<file path="src/rtl/wb_stage.sv">
// wb_stage: MEM/WB pipeline register and write-back datapath.
//
// Captures MEM-stage results and builds the register-file write data, which
// is either the ALU result or the load word narrowed to a byte or half and
// sign- or zero-extended. The register-file write port is driven once per
// retiring instruction. A retired-instruction counter is also kept here.
//
// Ports:
//   clk                core clock; all state changes on the rising edge
//   rst                synchronous, active-high reset
//   stall              hold the MEM/WB register contents
//   flush              replace the incoming entry with a bubble (beats stall)
//   mem_valid          MEM stage holds a real instruction
//   mem_reg_write      instruction writes rd
//   mem_mem_to_reg     1 = load data, 0 = ALU result
//   mem_rd             destination register
//   mem_alu_result     ALU result / effective address
//   mem_load_data      raw aligned word from data memory
//   mem_load_size      00 byte, 01 half, 10/11 word
//   mem_load_unsigned  1 = zero-extend, 0 = sign-extend
//   rf_we              register-file write enable
//   rf_waddr           register-file write address (0 when no valid entry)
//   rf_wdata           register-file write data (0 when no valid entry)
//   wb_valid           WB stage holds a real instruction
//   retire_count       instructions retired since reset (wraps)
module wb_stage #(
   parameter int XLEN       = 32,
   parameter int REG_ADDR_W = 5
) (
   input  logic                  clk,
   input  logic                  rst,
   input  logic                  stall,
   input  logic                  flush,
   input  logic                  mem_valid,
   input  logic                  mem_reg_write,
   input  logic                  mem_mem_to_reg,
   input  logic [REG_ADDR_W-1:0] mem_rd,
   input  logic [XLEN-1:0]       mem_alu_result,
   input  logic [XLEN-1:0]       mem_load_data,
   input  logic [1:0]            mem_load_size,
   input  logic                  mem_load_unsigned,
   output logic                  rf_we,
   output logic [REG_ADDR_W-1:0] rf_waddr,
   output logic [XLEN-1:0]       rf_wdata,
   output logic                  wb_valid,
   output logic [31:0]           retire_count
);

   logic                  valid;
   logic                  reg_write;
   logic                  mem_to_reg;
   logic [REG_ADDR_W-1:0] rd;
   logic [XLEN-1:0]       alu_result;
   logic [XLEN-1:0]       load_data;
   logic [1:0]            load_size;
   logic                  load_unsigned;
   logic [1:0]            byte_off;
   logic                  done;
   logic [31:0]           retire_cnt;

   logic                  fire;
   logic [7:0]            load_byte;
   logic [15:0]           load_half;
   logic [XLEN-1:0]       wdata_sel;

   // done marks an entry that has already written/retired while stalled, so
   // a held entry neither rewrites the register file nor counts twice.
   assign fire = valid & reg_write & (rd != '0) & ~done;

   always_comb begin
      load_byte = 8'h00;
      unique case (byte_off)
         2'd0: load_byte = load_data[7:0];
         2'd1: load_byte = load_data[15:8];
         2'd2: load_byte = load_data[23:16];
         2'd3: load_byte = load_data[31:24];
      endcase
      // byte_off[0] is ignored for halves; misaligned halves trap upstream.
      load_half = byte_off[1] ? load_data[31:16] : load_data[15:0];
   end

   always_comb begin
      wdata_sel = alu_result;
      if (mem_to_reg) begin
         unique case (load_size)
            2'b00:   wdata_sel = {{(XLEN-8){load_byte[7] & ~load_unsigned}}, load_byte};
            2'b01:   wdata_sel = {{(XLEN-16){load_half[15] & ~load_unsigned}}, load_half};
            default: wdata_sel = load_data;
         endcase
      end
   end

   always_ff @(posedge clk) begin
      if (rst) begin
         valid         <= 1'b0;
         reg_write     <= 1'b0;
         mem_to_reg    <= 1'b0;
         rd            <= '0;
         alu_result    <= '0;
         load_data     <= '0;
         load_size     <= 2'b00;
         load_unsigned <= 1'b0;
         byte_off      <= 2'b00;
         done          <= 1'b0;
         retire_cnt    <= 32'd0;
      end else begin
         if (flush) begin
            valid         <= 1'b0;
            reg_write     <= 1'b0;
            mem_to_reg    <= 1'b0;
            rd            <= '0;
            alu_result    <= '0;
            load_data     <= '0;
            load_size     <= 2'b00;
            load_unsigned <= 1'b0;
            byte_off      <= 2'b00;
            done          <= 1'b0;
         end else if (stall) begin
            // Set on the first stalled edge whether or not the entry writes,
            // because retirement counting keys off the same flag.
            done <= done | fire | valid;
         end else begin
            valid         <= mem_valid;
            reg_write     <= mem_reg_write;
            mem_to_reg    <= mem_mem_to_reg;
            rd            <= mem_rd;
            alu_result    <= mem_alu_result;
            load_data     <= mem_load_data;
            load_size     <= mem_load_size;
            load_unsigned <= mem_load_unsigned;
            byte_off      <= mem_alu_result[1:0];
            done          <= 1'b0;
         end
         // Counting is independent of capture: the entry in WB this cycle
         // retires even if the incoming one is flushed.
         if (valid && !done)
            retire_cnt <= retire_cnt + 32'd1;
      end
   end

   assign rf_we        = fire;
   assign rf_waddr     = valid ? rd : '0;
   assign rf_wdata     = valid ? wdata_sel : '0;
   assign wb_valid     = valid;
   assign retire_count = retire_cnt;

endmodule

</file>
<file path="config.mk">
export PLATFORM = sky130hd
export DESIGN_NAME = wb_stage
export DESIGN_NICKNAME = d
export VERILOG_FILES = /design/src/rtl/wb_stage.sv
export SDC_FILE = /design/constraint.sdc
export NUM_CORES = 1
export LEC_CHECK = 0
export CAP_MARGIN = 15
export CORE_MARGIN = 3
export CORE_UTILIZATION = 40
export DETAILED_ROUTE_END_ITERATION = 6
export GPL_TIMING_DRIVEN = 0
export PLACE_DENSITY = 0.72
export SYNTH_ARGS = -nofsm -noshare
export SYNTH_HDL_FRONTEND = slang
export SYNTH_SLANG_ARGS = --single-unit
</file>
<file path="constraint.sdc">
create_clock -name clk -period 1.9 [get_ports clk]
set_input_delay 0.38 -clock clk [delete_from_list [all_inputs] [get_ports clk]]
set_output_delay 0.38 -clock clk [all_outputs]
set_load 0.01 [all_outputs]
</file>
==> key figures <==
Worst setup path
  – CP max stage delay: 390 ps
  – Worst Reg-to-Reg Cells: 5
  – Kind of critical path: reg -> out
  – Critical-path top delay cell: or3_4
  – Setup crit end kind: primary output
  – Worst EP required: 1520 ps
  – Worst Setup EP: rf_wdata[15]
  – Setup crit start kind: register
  – Reg-to-reg startpoint: retire_count[17]
  – Cell Chain, Critical Path: mux2i_2 -> mux2_4 -> or3_4 -> o2111ai_2 -> o211a_1 -> buf_6
  – Critical path origin: alu_result[1]
  – Crit path DAT: 2080 ps
  – Worst-path maximum fanout: 4
  – FF-to-FF End: retire_count[29]
  – Reg-to-reg slack, setup: 210 ps

Yosys
  – Top_reg_cell synth: dfxtp_1
  – Largest family of logic cells by synthesized area: simple AND/OR/NAND/NOR gates
  – Seq/Total Area, Yosys: 42.0%
  – Synth Area in Compound Gates: 11.6%
  – Synth Area in XOR/XNOR: 4.42%
  – Synth Warn #: 0
  – Share of synthesized cell area in and, or, nand and nor gates: 20.9%
  – Area share of fa/ha/maj cells after synthesis: 0.243%
  – Post-synth EDFFs: 0
  – Mux cell area share after synthesis: 16.9%
  – Synthesized cell area: 5150 um^2
  – FF+latch count, synth: 108
  – Netlist cell types: 49
  – Mapped Avg Cell Area: 8.64 um^2
  – Fraction of registers with async set/reset: 0%
  – Mapped Nets: 676
  – Post-Synthesis Cells: 596

Timing
  – Final setup vio count: 32
  – Fin crit share: 129%
  – Total negative slack: -12,270 ps
  – Crit path time final: 2460 ps
  – Worst-Margin Slew: 781 ps
  – Max Clock Skew: 3.49 ps
  – Achievable Freq: 407 MHz
  – Slew Viols, Final: 0
  – Minimum hold slack: 317 ps
  – Hold Vio Cnt, Final: 0
  – Worst slew margin: 48.0%
  – Final worst setup slack: -555 ps
  – RSZ-0062 raised after global routing: yes

Run
  – Max Cap Violations: 0

Clocking
  – Clock Path Buffers: 2
  – Root buffer cell: clkbuf_16
  – Hold-fix buffers, CTS: 0
  – H-Tree Depth: 3
  – Reg clk slew, reported paths: 80 ps
  – TritonCTS clock tree: done
  – # clock sinks: 108
  – Clock Latency Late Sink: 360 ps
  – CTS Buf Count: 9

Place
  – Buffers on Ports: 147
  – GP Congestion: 0.952
  – Cell Area, Placed: 6830 um^2
  – Hpwl dp: 12.1 mm

Pwr
  – Register share of total power: 48.3%
  – Cell Int Power: 3720 uW
  – Leak: 0.00303 uW
  – Cell area power density: 659 nW/um^2
  – Clock share of power: 40.0%
  – Worst vdd ir: 0.689 mV
  – Design Power: 4900 uW
  – Logic pwr share: 11.6%
  – NetSw: 1180 uW
  – Sw Ratio: 24.1%

Detailed routing
  – Via/cell ratio: 5.24
  – DRT antenna net count: 0
  – Routed WL: 16.2 mm
  – Starting DRT DRC Count: 387
  – Mean routed wirelength per cell: 17.2 um
  – Vias: 4,953
  – Number of remaining DRC errors: 0
  – Initial DRT Pass Iterations: 5

Status
  – Outcome: complete, but fails checks
  – Failing checks: setup timing

Final layout
  – Synthesis-to-finish area growth: 44.1%
  – Fin area: 7420 um^2
  – Fin nets: 853
  – Antenna Cells: 0
  – Ratio of cells with drive above 1 in the final layout: 17.7%

Worst hold path
  – Worst Hold Class: in -> reg

Die
  – Die height: 119 um
  – Ports: 150
  – Core area: 12,300 um^2
  – Die W: 119 um
  – Initial Util: 41.8%
  – # rows: 40
  – Die footprint: 14,300 um^2

Global route
  – Vias in the first global route: 4,822
  – First-pass GRT wire length: 25.2 mm
  – Largest net degree at the start of global routing: 19
  – GRT Total Usage: 22.2%
  – Initial antenna violation count: 0
  – Gr ovfl total: 0
## timing repair
action                                  in CTS  in global routing
cloned                                       1                  1
buffers inserted                            14                  5
endpoints found under the setup margin      58                 40
pin swaps                                   29                 18
resized for setup                          199                 23
## power by group through the flow
stage | logic (uW) | registers (uW) | clock network (uW)
finish | 570 | 2370 | 1960
global placement | 486 | 2410 | 0
global route | 613 | 2370 | 2070
detailed placement | 498 | 2410 | 0
floorplan | 258 | 2390 | 0
CTS | 551 | 2360 | 1990
## worst max-delay path: cells and delay by family, from the launching register on
kind | cells | cell delay, ps
AOI/OAI and AO/OA | 2 | 390
buffers and inverters | 1 | 110
DFF | 1 | 360
muxes | 2 | 460
and+or+nand+nor | 1 | 390
## per-layer routing
layer | GRT usage [%] | part of all wire (%) | up-vias
met1 | 29.0 | 44 | 2325
met4 | 7.95 | 2.5 | 0
li1 | - | - | 2404
met3 | 4.42 | 5.8 | 30
met5 | 0 | 0 | -
met2 | 36.4 | 48 | 194
## worst min-delay path by stage
stage / startpoint / end / slack, ps / depth (start not counted)
2_1_floorplan: load_data[1] / load_data[1] / 450 / 2
3_3_place_gp: load_data[1] / load_data[1] / 470 / 2
3_5_place_dp: load_data[0] / load_data[0] / 480 / 2
4_1_cts: rst / retire_count[12] / 300 / 2
5_1_grt: rst / retire_count[12] / 330 / 2
6_report: rst / retire_count[12] / 320 / 2
## placed cells by master (no fill, tap or decap), types with 18 or more instances in the layout
cell | Yosys | final
nand2_1 | 39 | 39
xnor2_1 | 20 | 20
nor2_1 | 108 | 108
buf_4 | 1 | 18
clkbuf_1 | 30 | 18
o21ai_0 | 59 | 48
clkdlybuf4s50_1 | 0 | 109
mux2i_1 | 79 | 76
dfxtp_1 | 108 | 98
buf_2 | 8 | 32
## logic make-up (layout without fill, tap and decap cells)
kind of cell / Yosys count / in the layout
AO/OA/AOI/OAI: 101 / 101
flip-flops: 108 / 108
AND/OR/NAND/NOR: 224 / 224
multiplexers: 86 / 86
XOR/XNOR: 26 / 26
buffers and inverters: 50 / 232
adder cells (fa/ha/maj): 1 / 1
## through the flow
step | instances | worst slack (ps) | utilization (%)
floorplan | 596 | 3.91 | -
global placement | 911 | -782 | 55.5
detailed placement | 911 | -793 | 55.5
CTS | 941 | -540 | 59.5
global route | 946 | -627 | 60.3
finish | 946 | -555 | 60.3
## area by class of cell
type / count / area [um^2]
Buffer: 40 / 225
Clock inverter: 5 / 66.3
Timing Repair Buffer: 167 / 1490
Multi-Input combinational cell: 438 / 2970
Tap cell: 168 / 210
Sequential cell: 108 / 2180
Inverter: 8 / 33.8
Timing Repair inverter: 1 / 5.00
Fill cell: 1090 / 4890
Clock buffer: 11 / 243
## synthesized netlist by cell type, types with 2 or more instances
cell type | n | area share (%)
dfxtp_1 | 108 | 42
nor2_1 | 108 | 7.9
mux2i_1 | 79 | 15
o21ai_0 | 59 | 5.7
nand2_1 | 39 | 2.8
clkbuf_1 | 30 | 2.2
xnor2_1 | 20 | 3.4
and2_1 | 11 | 1.3
nand3_1 | 11 | 1.1
nor2b_1 | 11 | 1.3
nor3_1 | 11 | 1.1
a21oi_1 | 10 | 0.97
buf_2 | 8 | 0.78
inv_1 | 8 | 0.58
mux2_2 | 7 | 1.5
or3_1 | 7 | 0.85
xor2_1 | 6 | 1.0
a211oi_1 | 5 | 0.73
a21o_1 | 5 | 0.73
a22oi_1 | 5 | 0.73
nor4_1 | 5 | 0.61
a22o_1 | 4 | 0.68
and4_1 | 3 | 0.51
nand2b_1 | 3 | 0.36
nand4_1 | 3 | 0.36
a31oi_1 | 2 | 0.24
and4_2 | 2 | 0.39
buf_1 | 2 | 0.15
nand4_2 | 2 | 0.49
nand4_4 | 2 | 0.83
o211a_1 | 2 | 0.39
(Power assumes the default switching activity.)
==> RTL change 1, RTL diff (same settings) <==
Reset style: asynchronous (`rst`), changed in one clocked block. Comments in the files are not updated.
--- a/src/rtl/wb_stage.sv
+++ b/src/rtl/wb_stage.sv
@@ -90,7 +90,7 @@
       end
    end
 
-   always_ff @(posedge clk) begin
+   always_ff @(posedge clk or posedge rst) begin
       if (rst) begin
          valid         <= 1'b0;
          reg_write     <= 1'b0;
Function: differs if rst is asserted again (counterexample within 4 cycles, from zero or initial values and one cycle with rst high); with rst held inactive, the same outputs for 10 cycles.
==> RTL change 1 against the original RTL <==
- the flow still finishes with violations (setup timing)
- non-clock buffer count is 11 higher
- sequential share of layout area rose by 4.4 points
- sequential power up 10%
- wire length up 6.1%
- synthesized area up 7.1%
- cell count is 2.1% lower
- worst hold slack better by 0.086 ns
- core utilization shrank 0.23 points
- synthesized cell count shrank 7.4%
- largest cell class unchanged
- design area rose by 8.0%
- critical endpoint is now rf_wdata[10]
- combinational power increased by 98%
- sequential cell count did not move
- worst setup slack worse by 0.044 ns
- power up 17%
==> RTL change 1: results (changes against the original RTL) <==
<table>
<tr><th>Metric</th><th>Value</th></tr>
<tr><th colspan="2">Hold path</th></tr>
<tr><td>HP Start</td><td>flush (was rst)</td></tr>
<tr><th colspan="2">Synth</th></tr>
<tr><td>Compound-gate portion of the synthesized area</td><td>0.0896 (was 0.116)</td></tr>
<tr><td>Adder-cell share of the synthesized area</td><td>0.00227 (was 0.00243)</td></tr>
<tr><td>Primary flip-flop cell chosen by synthesis mapping</td><td>sky130_fd_sc_hd__dfrtp_1 (was sky130_fd_sc_hd__dfxtp_1)</td></tr>
<tr><td>Cells after synthesis</td><td>552 (was 596)</td></tr>
<tr><td>Proportion of synthesized flip-flops having asynchronous set or reset</td><td>1.00 (was 0)</td></tr>
<tr><td>Fraction of synthesized area in multiplexers</td><td>0.160 (was 0.169)</td></tr>
<tr><th colspan="2">STA</th></tr>
<tr><td>Setup slack after layout</td><td>-0.599 ns (was -0.555 ns)</td></tr>
<tr><td>Worst max-slew margin expressed relative to the limit</td><td>0.502 (was 0.480)</td></tr>
<tr><td>Number of endpoints failing setup at the final stage</td><td>33 (was 32)</td></tr>
<tr><th colspan="2">Worst setup path</th></tr>
<tr><td>Data arrival time of the critical path</td><td>2.12 ns (was 2.08 ns)</td></tr>
<tr><td>Minimum setup slack among reg-to-reg paths</td><td>0.09 ns (was 0.21 ns)</td></tr>
<tr><th colspan="2">Status</th></tr>
<tr><td>Run status</td><td>finished with violations (unchanged)</td></tr>
<tr><td>Failing checks</td><td>setup timing (unchanged)</td></tr>
<tr><th colspan="2">Power</th></tr>
<tr><td>Highest ir drop seen on vdd</td><td>0.000482 V (was 0.000689 V)</td></tr>
<tr><th colspan="2">Global routing</th></tr>
<tr><td>Wire length of the first global-routing pass</td><td>26.4 mm (was 25.2 mm)</td></tr>
<tr><td>Antenna violations before repair</td><td>1 (was 0)</td></tr>
<tr><th colspan="2">Drt</th></tr>
<tr><td>Mean number of vias per cell</td><td>5.38 (was 5.24)</td></tr>
<tr><td>Routed wire length</td><td>17.2 mm (was 16.2 mm)</td></tr>
<tr><th colspan="2">Clocking</th></tr>
<tr><td>Number of resized instances in the post-cts repair step</td><td>215 (was 199)</td></tr>
</table>
==> RTL change 1: cell types whose count changed in the layout (fill, tap and decap cells not counted), sizes merged, moves of 5 or more <==
cell / before / now
a21o: 5 / 0
a21oi: 10 / 34
buf: 56 / 87
clkbuf: 43 / 30
dfrtp: 0 / 108
dfxtp: 108 / 0
dlygate4sd2: 9 / 4
inv: 10 / 4
nand4: 7 / 13
nor2: 108 / 91
nor3: 12 / 3
o21a: 1 / 7
o21ai: 60 / 36
or3: 7 / 1
==> RTL change 1: power breakdown <==
part	internal, mW	leakage [nW]	switching, mW
registers	2.44	1.44	0.163
clock network	1.16	0.151	0.841
logic	0.601	2.07	0.528
==> RTL change 1: logic make-up after synthesis <==
| group | after synthesis |
|---|---|
| simple gates | 199 |
| flops | 108 |
| compound gates | 87 |
| mux | 85 |
| buf+inv | 41 |
| xor+xnor | 31 |
| fa+ha+maj | 1 |
==> RTL change 1: how the worst max path moves through the flow <==
stage / to / slack, ns / cells after the start
6_report: rf_wdata[10] / -0.60 / 6
5_1_grt: rf_wdata[25] / -0.64 / 7
4_1_cts: rf_wdata[28] / -0.66 / 8
3_5_place_dp: rf_wdata[0] / -0.73 / 6
3_3_place_gp: alu_result[12]$_DFFE_PP0P_ / -0.81 / 2
2_1_floorplan: rf_wdata[20] / -0.02 / 6
==> RTL change 1: routing by layer <==
layer / GRT usage / share of wire
met2: 0.379 / 0.48
met4: 0.0969 / 0.037
met3: 0.0425 / 0.066
met5: 0 / 0.00075
met1: 0.291 / 0.42
==> RTL change 1: area by class of cell <==
type	instances	area [sq um]
tap	176	220
buffer	33	210
multi-input combinational	403	2870
timing repair buffer	185	1680
fill	1154	5330
inverter	5	22.5
clock inverter	4	73.8
sequential	108	2710
clock buffer	12	236
==> RTL change 2, RTL diff (config.mk and constraints unchanged) <==
Without the edit above. Change the parameter `REG_ADDR_W` from 5 to 7.
--- a/src/rtl/wb_stage.sv
+++ b/src/rtl/wb_stage.sv
@@ -25,7 +25,7 @@
 //   retire_count       instructions retired since reset (wraps)
 module wb_stage #(
    parameter int XLEN       = 32,
-   parameter int REG_ADDR_W = 5
+   parameter int REG_ADDR_W = 7
 ) (
    input  logic                  clk,
    input  logic                  rst,
Interface: changed (resized mem_rd and rf_waddr); port bits go from 150 to 154. No check against the original RTL was run, so the function may have changed too.
==> RTL change 2 against the original RTL <==
- the run still ends with setup timing left
- worst setup slack got worse by 0.060 ns
- power rose by 1.5%
- via count fell by 1.1%
- sequential cell count rose by 2
- design area rose by 0.57%
- fmax fell by 2.4%
- largest cell class unchanged
- die area rose by 0.58%
- non-clock buffer count rose by 5
- synthesized area rose by 0.61%
- wire length fell by 1.1%
- highest routed layer unchanged
- first-iteration DRC count fell by 11%
==> RTL change 2: results (changes against the original RTL) <==
<table>
<tr><th>Metric</th><th>Value</th></tr>
<tr><th colspan="2">Placement</th></tr>
<tr><td>Weighted congestion at the end of routability-driven global placement</td><td>0.895 (was 0.952)</td></tr>
<tr><td>Minimum setup slack after placement</td><td>-0.751 ns (was -0.793 ns)</td></tr>
<tr><td>Half-perimeter wire length after detailed placement</td><td>11.9 mm (was 12.1 mm)</td></tr>
<tr><th colspan="2">Synth</th></tr>
<tr><td>Synth cell count leaders</td><td>sky130_fd_sc_hd__nor2_1, sky130_fd_sc_hd__dfxtp_1, sky130_fd_sc_hd__mux2i_1 (was sky130_fd_sc_hd__dfxtp_1, sky130_fd_sc_hd__nor2_1, sky130_fd_sc_hd__mux2i_1)</td></tr>
<tr><td>Library cells used by synthesis</td><td>45 (was 49)</td></tr>
<tr><td>Sequential fraction of the synthesis area</td><td>0.425 (was 0.420)</td></tr>
<tr><th colspan="2">STA</th></tr>
<tr><td>Number of endpoints failing setup at the final stage</td><td>32 (unchanged)</td></tr>
<tr><td>Setup slack after layout</td><td>-0.615 ns (was -0.555 ns)</td></tr>
<tr><td>Final worst clock skew</td><td>0.00789 ns (was 0.00349 ns)</td></tr>
<tr><td>Slew at the pin closest to its max-slew limit</td><td>0.823 ns (was 0.781 ns)</td></tr>
<tr><th colspan="2">Cells and area</th></tr>
<tr><td>Fraction of layout instances using a drive strength above 1</td><td>0.179 (was 0.177)</td></tr>
<tr><td># nets final</td><td>833 (was 853)</td></tr>
<tr><th colspan="2">Drt</th></tr>
<tr><td>Via count</td><td>4897 (was 4953)</td></tr>
<tr><td>Mean number of vias per cell</td><td>5.31 (was 5.24)</td></tr>
<tr><td>DR iter-0 viols</td><td>343 (was 387)</td></tr>
<tr><th colspan="2">Global routing</th></tr>
<tr><td>Met3 GRT Util</td><td>0.0547 (was 0.0442)</td></tr>
<tr><td>Total routing resource utilization after global routing</td><td>0.221 (was 0.222)</td></tr>
<tr><td>Number of global-route vias before repair</td><td>4770 (was 4822)</td></tr>
<tr><td>Wire length of the first global-routing pass</td><td>25.3 mm (was 25.2 mm)</td></tr>
<tr><td>Maximum number of pins on one net before global-route repair</td><td>17 (was 19)</td></tr>
<tr><th colspan="2">Power</th></tr>
<tr><td>Clock group share of total power</td><td>0.407 (was 0.400)</td></tr>
<tr><td>Clock network power</td><td>2.02 mW (was 1.96 mW)</td></tr>
<tr><th colspan="2">Worst setup path</th></tr>
<tr><td>Crit path max fanout</td><td>6 (was 4)</td></tr>
<tr><td>Data arrival time of the critical path</td><td>2.14 ns (was 2.08 ns)</td></tr>
<tr><th colspan="2">Status</th></tr>
<tr><td>Run status</td><td>finished with violations (unchanged)</td></tr>
<tr><td>Failing checks</td><td>setup timing (unchanged)</td></tr>
</table>
-- RTL change 2: changes by cell type in the layout (fill, tap and decap cells not counted), sizes merged, moves of 9 or more --
cell / change
a221o: +17
xnor2: -15
xor2: +17
nand4: +9
mux2i: +9
o21ai: -44
-- RTL change 2: layout make-up --
type,count,area [sq um]
multi-input cells,412,2920
plain buffers,42,245
inverters,6,22.5
clock inverters,3,68.8
repair buffers,170,1530
well taps,168,210
flip-flops and latches,110,2220
clock buffers,12,246
fillers,1080,4850
-- RTL change 2: logic make-up (layout without fill, tap and decap cells) --
logic type	after synthesis	in the layout	share of synthesized area
simple gates	223	223	0.203
mux	97	97	0.196
xor+xnor	28	28	0.0473
flops	110	110	0.425
fa+ha+maj	1	1	0.00241
compound gates	63	63	0.0867
buf+inv	50	233	0.0394
-- RTL change 2: worst max-delay path, cell delays in order (launching register included) --
cell	delay, ns
sky130_fd_sc_hd__dfxtp_4	0.39
sky130_fd_sc_hd__mux4_2	0.51
sky130_fd_sc_hd__nor2b_4	0.15
sky130_fd_sc_hd__nor2b_4	0.14
sky130_fd_sc_hd__nor3b_4	0.23
sky130_fd_sc_hd__buf_12	0.15
sky130_fd_sc_hd__a21oi_2	0.05
sky130_fd_sc_hd__buf_2	0.15
-- RTL change 2: worst paths after layout --
check | from | endpoint | slack (ns) | cells after the start
max reg2reg | retire_count[7]$_SDFFE_PP0P_ | retire_count[18]$_SDFFE_PP0P_ | 0.03 | 5
max | alu_result[0]$_SDFFE_PP0N_ | rf_wdata[14] | -0.62 | 7
min reg2reg | retire_count[1]$_SDFFE_PP0P_ | retire_count[1]$_SDFFE_PP0P_ | 0.49 | 2
min | rst | retire_count[1]$_SDFFE_PP0P_ | 0.37 | 2
